**src/rtl/app_div_unit.sv**
```systemverilog
// app_div_unit: pipelined Mitchell (logarithmic) approximate divider.
// 16-bit dividend / divisor in, 32-bit Q16.16 quotient out.
// Register levels: S1 (leading-one detect at accept), S2 (log-domain
// subtract), S3 (antilog shift), then the result register driving the
// outputs, so an accept at edge N shows out_valid after edge N+3.
// Optional macro APP_DIV_CORR_EN subtracts CORR_FACTOR from a
// non-negative fraction difference to trim Mitchell's overestimate.
module app_div_unit #(
  parameter logic [14:0] CORR_FACTOR = 15'h0A00
) (
  input  logic        clk,
  input  logic        reset,
  input  logic        in_valid,
  output logic        in_ready,
  input  logic        sign,
  input  logic [15:0] dividend,
  input  logic [15:0] divisor,
  output logic        out_valid,
  input  logic        out_ready,
  output logic [31:0] quotient,
  output logic        div_zero
);

  // Position of the most significant set bit; 0 for a zero operand.
  function automatic logic [3:0] lead_one(input logic [15:0] x);
    lead_one = 4'd0;
    for (int i = 0; i < 16; i++) begin
      if (x[i]) lead_one = 4'(i);
    end
  endfunction

  // The 15 bits below the leading one, left-aligned.
  function automatic logic [14:0] frac_of(input logic [15:0] x, input logic [3:0] k);
    frac_of = 15'(x << (4'd15 - k));
  endfunction

  // Control state (reset).
  logic        s1_valid_q, s1_valid_d;
  logic        s2_valid_q, s2_valid_d;
  logic        s3_valid_q, s3_valid_d;
  logic        out_valid_q, out_valid_d;
  logic [31:0] quotient_q, quotient_d;
  logic        div_zero_q, div_zero_d;

  // Datapath state (no reset; qualified by the valid bits).
  logic        s1_sgn_q, s1_sgn_d, s1_neg_q, s1_neg_d;
  logic        s1_za_q, s1_za_d, s1_zb_q, s1_zb_d;
  logic [3:0]  s1_ka_q, s1_ka_d, s1_kb_q, s1_kb_d;
  logic [14:0] s1_fa_q, s1_fa_d, s1_fb_q, s1_fb_d;
  logic        s2_sgn_q, s2_sgn_d, s2_neg_q, s2_neg_d;
  logic        s2_za_q, s2_za_d, s2_zb_q, s2_zb_d;
  logic [15:0] s2_m_q, s2_m_d;
  logic [5:0]  s2_exp_q, s2_exp_d;
  logic        s3_sgn_q, s3_sgn_d, s3_neg_q, s3_neg_d;
  logic        s3_za_q, s3_za_d, s3_zb_q, s3_zb_d;
  logic [31:0] s3_mag_q, s3_mag_d;

  // Combinational intermediates.
  logic        adv;
  logic [15:0] a_abs, b_abs;
  logic [15:0] diff;
  logic [14:0] frac;
  logic [47:0] base, mag48;
  logic [5:0]  neg_exp;
  logic [31:0] result;

  // The whole pipe advances together whenever the output slot can move.
  assign in_ready  = !out_valid_q || out_ready;
  assign adv       = in_ready;
  assign out_valid = out_valid_q;
  assign quotient  = quotient_q;
  assign div_zero  = div_zero_q;

  // Next-state logic for every stage; each register holds unless adv.
  always_comb begin
    // NOTE: every variable gets a default (its held value) before any branch,
    // so no path leaves it unassigned and no latch is inferred.
    s1_valid_d  = s1_valid_q;
    s2_valid_d  = s2_valid_q;
    s3_valid_d  = s3_valid_q;
    out_valid_d = out_valid_q;
    quotient_d  = quotient_q;
    div_zero_d  = div_zero_q;
    s1_sgn_d = s1_sgn_q; s1_neg_d = s1_neg_q; s1_za_d = s1_za_q; s1_zb_d = s1_zb_q;
    s1_ka_d  = s1_ka_q;  s1_kb_d  = s1_kb_q;  s1_fa_d = s1_fa_q; s1_fb_d = s1_fb_q;
    s2_sgn_d = s2_sgn_q; s2_neg_d = s2_neg_q; s2_za_d = s2_za_q; s2_zb_d = s2_zb_q;
    s2_m_d   = s2_m_q;   s2_exp_d = s2_exp_q;
    s3_sgn_d = s3_sgn_q; s3_neg_d = s3_neg_q; s3_za_d = s3_za_q; s3_zb_d = s3_zb_q;
    s3_mag_d = s3_mag_q;

    // S1: magnitudes, zero flags, characteristics and mantissa fractions.
    a_abs = (sign && dividend[15]) ? 16'(~dividend + 16'd1) : dividend;
    b_abs = (sign && divisor[15])  ? 16'(~divisor + 16'd1)  : divisor;

    // S2: log-domain subtraction; a negative fraction borrows one from e.
    diff = {1'b0, s1_fa_q} - {1'b0, s1_fb_q};
`ifdef APP_DIV_CORR_EN
    frac = diff[15] ? diff[14:0]
                    : ((diff[14:0] > CORR_FACTOR) ? (diff[14:0] - CORR_FACTOR) : 15'd0);
`else
    frac = diff[14:0];
`endif

    // S3: antilog as a shift of 1.16 mantissa inside a 48-bit field.
    base    = {31'd0, s2_m_q, 1'b0};
    neg_exp = 6'd0 - s2_exp_q;
    mag48   = s2_exp_q[5] ? (base >> neg_exp) : (base << s2_exp_q[4:0]);

    // Result register: special cases first, then signed saturation.
    if (s3_zb_q)       result = !s3_sgn_q ? 32'hFFFF_FFFF
                              : (s3_neg_q ? 32'h8000_0000 : 32'h7FFF_FFFF);
    else if (s3_za_q)  result = 32'd0;
    else if (!s3_sgn_q) result = s3_mag_q;
    else if (!s3_neg_q) result = s3_mag_q[31] ? 32'h7FFF_FFFF : s3_mag_q;
    else               result = s3_mag_q[31] ? 32'h8000_0000 : (~s3_mag_q + 32'd1);

    if (adv) begin
      s1_valid_d  = in_valid;
      s2_valid_d  = s1_valid_q;
      s3_valid_d  = s2_valid_q;
      out_valid_d = s3_valid_q;

      s1_sgn_d = sign;
      s1_neg_d = sign && (dividend[15] ^ divisor[15]);
      s1_za_d  = (a_abs == 16'd0);
      s1_zb_d  = (b_abs == 16'd0);
      s1_ka_d  = lead_one(a_abs);
      s1_kb_d  = lead_one(b_abs);
      s1_fa_d  = frac_of(a_abs, lead_one(a_abs));
      s1_fb_d  = frac_of(b_abs, lead_one(b_abs));

      s2_sgn_d = s1_sgn_q; s2_neg_d = s1_neg_q; s2_za_d = s1_za_q; s2_zb_d = s1_zb_q;
      s2_m_d   = {1'b1, frac};
      s2_exp_d = {2'b00, s1_ka_q} - {2'b00, s1_kb_q} - {5'd0, diff[15]};

      s3_sgn_d = s2_sgn_q; s3_neg_d = s2_neg_q; s3_za_d = s2_za_q; s3_zb_d = s2_zb_q;
      s3_mag_d = (|mag48[47:32]) ? 32'hFFFF_FFFF : mag48[31:0];

      if (s3_valid_q) begin
        quotient_d = result;
        div_zero_d = s3_zb_q;
      end
    end
  end

  // Control and output registers with synchronous active-low reset.
  always_ff @(posedge clk) begin
    // NOTE: sequential state uses non-blocking assignments so every flop
    // samples the pre-edge value regardless of statement order.
    if (!reset) begin
      s1_valid_q  <= 1'b0;
      s2_valid_q  <= 1'b0;
      s3_valid_q  <= 1'b0;
      out_valid_q <= 1'b0;
      quotient_q  <= 32'd0;
      div_zero_q  <= 1'b0;
    end else begin
      s1_valid_q  <= s1_valid_d;
      s2_valid_q  <= s2_valid_d;
      s3_valid_q  <= s3_valid_d;
      out_valid_q <= out_valid_d;
      quotient_q  <= quotient_d;
      div_zero_q  <= div_zero_d;
    end
  end

  // Stage datapath registers.
  always_ff @(posedge clk) begin
    // NOTE: datapath registers carry no reset; their contents are ignored
    // until the matching valid bit (which is reset) marks them live.
    s1_sgn_q <= s1_sgn_d; s1_neg_q <= s1_neg_d; s1_za_q <= s1_za_d; s1_zb_q <= s1_zb_d;
    s1_ka_q  <= s1_ka_d;  s1_kb_q  <= s1_kb_d;  s1_fa_q <= s1_fa_d; s1_fb_q <= s1_fb_d;
    s2_sgn_q <= s2_sgn_d; s2_neg_q <= s2_neg_d; s2_za_q <= s2_za_d; s2_zb_q <= s2_zb_d;
    s2_m_q   <= s2_m_d;   s2_exp_q <= s2_exp_d;
    s3_sgn_q <= s3_sgn_d; s3_neg_q <= s3_neg_d; s3_za_q <= s3_za_d; s3_zb_q <= s3_zb_d;
    s3_mag_q <= s3_mag_d;
  end

endmodule

```
**config.mk**
```make
export PLATFORM = sky130hd
export DESIGN_NAME = app_div_unit
export DESIGN_NICKNAME = d
export VERILOG_FILES = /design/src/rtl/app_div_unit.sv
export SDC_FILE = /design/constraint.sdc
export NUM_CORES = 1
export LEC_CHECK = 0
export CORE_MARGIN = 2
export CORE_UTILIZATION = 60
export CTS_BUF_LIST = sky130_fd_sc_hd__clkbuf_4
export CTS_CLUSTER_DIAMETER = 60
export DETAILED_ROUTE_END_ITERATION = 8
export DONT_BUFFER_PORTS = 1
export PLACE_DENSITY_LB_ADDON = 0.3
export SETUP_SLACK_MARGIN = 0.15
export SYNTH_ARGS = -nofsm -noshare
export SYNTH_HDL_FRONTEND = slang
export SYNTH_SLANG_ARGS = --single-unit
```
**constraint.sdc**
```tcl
create_clock -name clk -period 17.02 [get_ports clk]
set_input_delay 3.404 -clock clk [delete_from_list [all_inputs] [get_ports clk]]
set_output_delay 3.404 -clock clk [all_outputs]
set_load 0.02 [all_outputs]
```
* Word level (Yosys, flattened, before mapping) *
Cells that the tools add are included.
W data, S select, Z words.

storage, ports and cells
  register bits after elaboration = 140
  input bits = 37
  output and inout bits = 35
  logic and storage cells = 94

cells by class
  $add $sub $neg = 9
  shift-type cells = 4
  multiplexer cells = 43
  bitwise gates (word level) = 4
  reduce and logical (&&, ||, !) cells = 9

operators with widths
  kind                     count
  $mux W32                 7
  $mux W4                  30
  $mux W48                 1
  $shl A17 B5 Y48          1
  $shr A17 B6 Y48          1
  $add A16 B1 Y16 const B  2
  $add A32 B1 Y32 const B  1
  $logic_not A16 Y1        2
  $mux W16                 2
  $not A16 Y16             2
  $not A32 Y32             1
  $shl A16 B4 Y15          2
  $mux W31                 1
  $reduce_or A16 Y1        1
  $sub A15 B15 Y16         1
  $sub A4 B4 Y4 const A    2
  $sub A1 B6 Y6 const A    1
  $sub A5 B2 Y6            1
  $sub A4 B4 Y5            1
  $logic_and A1 B1 Y1      3
  $mux W1                  2
  $reduce_and A2 Y1        1
  $logic_not A1 Y1         1
  $logic_or A1 B1 Y1       1
  $xor A1 B1 Y1            1

* Longest topological paths before layout *
  depth after elaboration = 21
  depth in mapped cells = 16
  depth with buffers taken out = 16

* Worst setup path before layout *
Ideal clock, no wire load.

  kind = input to output
  start point = input out_ready
  end point = output in_ready
  arrival time = 6632 ps
  data required time = 13616 ps
  setup slack = 6984 ps
  cell stages on the path = 2
  buffers on the path = 1
  cell sequence = nand2b_1 clkbuf_1

between the ends
  longest elaborated chain between the ends = 1

ends and longest elaborated chain
  item                RTL line  text
  start, declared     19        input logic out_ready,
  $logic_or A1 B1 Y1  68        assign in_ready = !out_valid_q || out_ready;
  end, declared       14        output logic in_ready,

Every way passes these cells.

* Worst setup path after layout *
Same ends and word-level chain as after synthesis.

==> summary.md <==
| Metric | Value |
|---|---|
| Global-route usage over all layers | 0.275 |
| Hold Path End | s3_zb_q |
| Vertical die dimension | 138 µm |
| First-iteration detailed-routing DRC count | 798 |
| Clock Tree Buf Depth | 2 |
| CP max stage cell | sky130_fd_sc_hd__nand2b_4 |
| Number of nets in the final layout | 1,261 |
| Number of global-route vias before repair | 8,916 |
| Yosys warning count | 0 |
| Summed negative setup slack over all endpoints | 0 ns |
| Cell area after layout | 11,200 µm² |
| Post-CTS Repair Setup Buffers | 0 |
| Area leader, netlist | sky130_fd_sc_hd__edfxtp_1 |
| Crit path required time | 13.62 ns |
| Run status | finished clean |
| Internal Dissipation | 989 µW |
| Start of the worst register-to-register path | s2_exp_q[1] |
| Critical path launch point type | input port |
| Layout cells sized above 1 | 0.0869 |
| DR vias | 9,354 |
| Area Overhead vs Synth | 3.19% |
| Slew of the pin with the lowest slew margin | 1.11 ns |
| Chip Width | 138 µm |
| Floorplan die area | 19,100 µm² |
| Wire per inst | 18.2 µm |
| Maximum Capacitance Violations | 0 |
| Gates resized, CTS repair | 0 |
| Reg-to-Reg End | s3_mag_q[31] |
| Endpoint type of the worst setup path | output port |
| Non-filler instance count after layout | 1,439 |
| Global-route congestion overflow total | 0 |
| Worst clock skew | 0.0259 ns |
| Number of enable-type register cells in the synthesized netlist | 103 |
| Number of antenna violations at the first check in global routing | 2 |
| Worst max-slew margin expressed relative to the limit | 0.262 |
| Total clock buffers created by CTS | 17 |
| CTS clock-pin slew for the worst setup and hold paths | 0.14 ns |
| Netlist area before placement | 10,800 µm² |
| Share of flip-flops with an asynchronous set or reset after synthesis | 0 |
| Count of cells along the worst hold path | 0 |
| Share of total power in the clock network | 0.124 |
| Area occupied by multi-input gates | 6420 µm² |
| Reg-to-reg setup timing slack | 13.30 ns |
| Synthesized flop and latch total | 140 |
| Largest net degree at the start of global routing | 66 |
| Synthesized net count | 1,309 |
| Launch point of the worst hold path | s2_zb_q |
| Post-DRT Antenna Nets | 0 |
| Starting density of the core | 0.606 |
| Seq/Total Area, Yosys | 0.355 |
| Number of cells in the design after placement | 1,405 |
| Launching instance or port of the critical path | out_ready |
| Clock tree from TritonCTS | done |
| Data arrival at the endpoint of the critical path | 4.11 ns |
| Count of filler cells inserted in the layout | 1,475 |
| Maximum fanout count along the critical path | 65 |
| First drt pass iteration count | 5 |
| Sequential share of power | 0.326 |
| Wire length reported by the detailed router | 26.2 mm |
| Smallest hold slack | 0.440 ns |
| Number of pins with negative max-slew slack in the final report | 0 |
| Hold Vio Cnt, Final | 0 |
| Post-synth top area share | 0.286 |
| Via-to-Cell Ratio | 6.50 |
| Minimum clock period | 7.52 ns |
| Root buffer cell | sky130_fd_sc_hd__clkbuf_4 |
| Drt drc | 0 |
| Global-route wire length before repair | 43.5 mm |
| CTS sink cnt | 140 |
| Number of distinct standard cells referenced by the synthesized netlist | 93 |
| Worst min path class | reg -> reg |
| Synthesized area per cell | 8.70 µm² |
| Gate family responsible for the most delay along the worst path | simple AND/OR/NAND/NOR gates |
| Static power due to leakage | 4.20 nW |
| RD Place Congestion | 0.956 |
| Commonest register cell after synthesis | sky130_fd_sc_hd__edfxtp_1 |
| Placement Cell Area | 10,800 µm² |
| RSZ-0062 raised after global routing | no |
| Hold-fix buffers at CTS | 0 |
| Largest stage delay on the critical path | 0.66 ns |
| Part of the power in combinational logic | 0.550 |
| # port buffers | 0 |
| Max Clk Rate | 133 MHz |
| Worst-skew pair later-pin latency | 0.55 ns |
| Period Utilization, post-route | 0.442 |
| # setup viols final | 0 |
| H-tree Lvls | 4 |
| Switching share of power | 0.456 |
| Power density normalized to cell area | 163 nW/µm² |
| Std-Cell Core Area | 17,800 µm² |
| Length in cells of the worst reg-to-reg path | 10 |
| Cells after synthesis | 1,243 |
| Net switching power | 830 µW |
| Leading post-synthesis cells by cell area | sky130_fd_sc_hd__edfxtp_1 (29%), sky130_fd_sc_hd__dfxtp_1 (6.9%), sky130_fd_sc_hd__a21oi_1 (4.7%), sky130_fd_sc_hd__nor2_1 (4.4%), sky130_fd_sc_hd__nand2_1 (4.2%) |
| Crit-path cells | nand2b_4 |
| Number of top-level pins | 72 |
| Total buffers and inverters traversed by the critical path | 0 |
| Highest ir drop seen on vdd | 0.0000913 V |
| Row Count | 49 |
| Final HPWL DP | 19.8 mm |
| Classification of the worst setup path | in -> out |
| Register area | 3830 µm² |
per-stage QoR:
step | total power, mW | worst slack, ns | util
3_5_place_dp | 1.58 | 9.49 | 0.608
4_1_cts | 1.80 | 9.49 | 0.625
6_report | 1.82 | 9.50 | 0.625
5_1_grt | 1.95 | 9.42 | 0.625
3_3_place_gp | 1.57 | 9.51 | 0.608
2_1_floorplan | 1.34 | 6.98 | -
registers in the layout (all words and copies together), names as in the netlist, 4 cells and up:
register	cells
s1_kb_q	4
s1_fa_q	15
s2_exp_q	6
quotient	32
s2_m_q	15
s1_fb_q	15
s3_mag_q	32
s1_ka_q	4
Yosys cell counts (37+ instances only):
library cell,count
sky130_fd_sc_hd__xnor2_1,38
sky130_fd_sc_hd__dfxtp_1,37
sky130_fd_sc_hd__nor2_1,126
sky130_fd_sc_hd__clkbuf_1,49
sky130_fd_sc_hd__edfxtp_1,103
sky130_fd_sc_hd__nor3_1,55
sky130_fd_sc_hd__nand2_1,121
sky130_fd_sc_hd__a21oi_1,101
sky130_fd_sc_hd__mux2i_1,42
sky130_fd_sc_hd__o21ai_0,89
sky130_fd_sc_hd__inv_1,57
layout make-up:
cell class                 count  area share
clock inverter                15      0.0160
timing repair buffer           9     0.00606
multi-input combinational    965       0.575
sequential                   140       0.344
antenna                        2    0.000449
tap                          229      0.0257
clock buffer                  17      0.0114
inverter                      62      0.0213
routing by layer:
| layer | track usage | vias up | share of wire |
|---|---|---|---|
| met5 | 0 | - | 0 |
| met2 | 0.457 | 364 | 0.49 |
| met3 | 0.0475 | 74 | 0.056 |
| met1 | 0.348 | 4398 | 0.42 |
| li1 | - | 4518 | - |
| met4 | 0.140 | 0 | 0.041 |
worst max-delay path by stage:
stage	end	slack, ns	cells past startpoint
after floorplan	in_ready	6.98	2
after global placement	in_ready	9.51	1
after detailed placement	in_ready	9.49	1
after CTS	in_ready	9.49	1
after global routing	in_ready	9.42	1
final	in_ready	9.50	1
placed cells by master, fill, tap and decap left out, drive strengths merged, types with 18 or more instances in the layout:
| master | Yosys | layout |
|---|---|---|
| a211oi | 32 | 32 |
| a21oi | 103 | 103 |
| dfxtp | 37 | 37 |
| edfxtp | 103 | 103 |
| ha | 27 | 27 |
| inv | 61 | 69 |
| mux2i | 42 | 42 |
| nand2 | 121 | 121 |
| nand3 | 18 | 18 |
| nor2 | 128 | 128 |
| nor3 | 57 | 57 |
| o211ai | 21 | 21 |
| o21ai | 91 | 91 |
| xnor2 | 39 | 39 |
| xor2 | 32 | 32 |
power groups by stage:
stage	registers (mW)	clock network, mW	logic (mW)
2_1_floorplan	0.557	0	0.786
3_3_place_gp	0.596	0	0.973
3_5_place_dp	0.600	0	0.977
4_1_cts	0.592	0.229	0.983
5_1_grt	0.608	0.243	1.09
6_report	0.593	0.225	1.00
cells by family after synthesis:
| group | count (synthesis) | share of synthesized area |
|---|---|---|
| AOI/OAI and AO/OA | 372 | 0.227 |
| and+or+nand+nor | 429 | 0.194 |
| muxes | 64 | 0.0764 |
| buffers and inverters | 138 | 0.0529 |
| adders and majority gates | 29 | 0.0350 |
| xor gates and xnor gates | 71 | 0.0600 |
| DFF | 140 | 0.355 |
(Power assumes the default switching activity.)
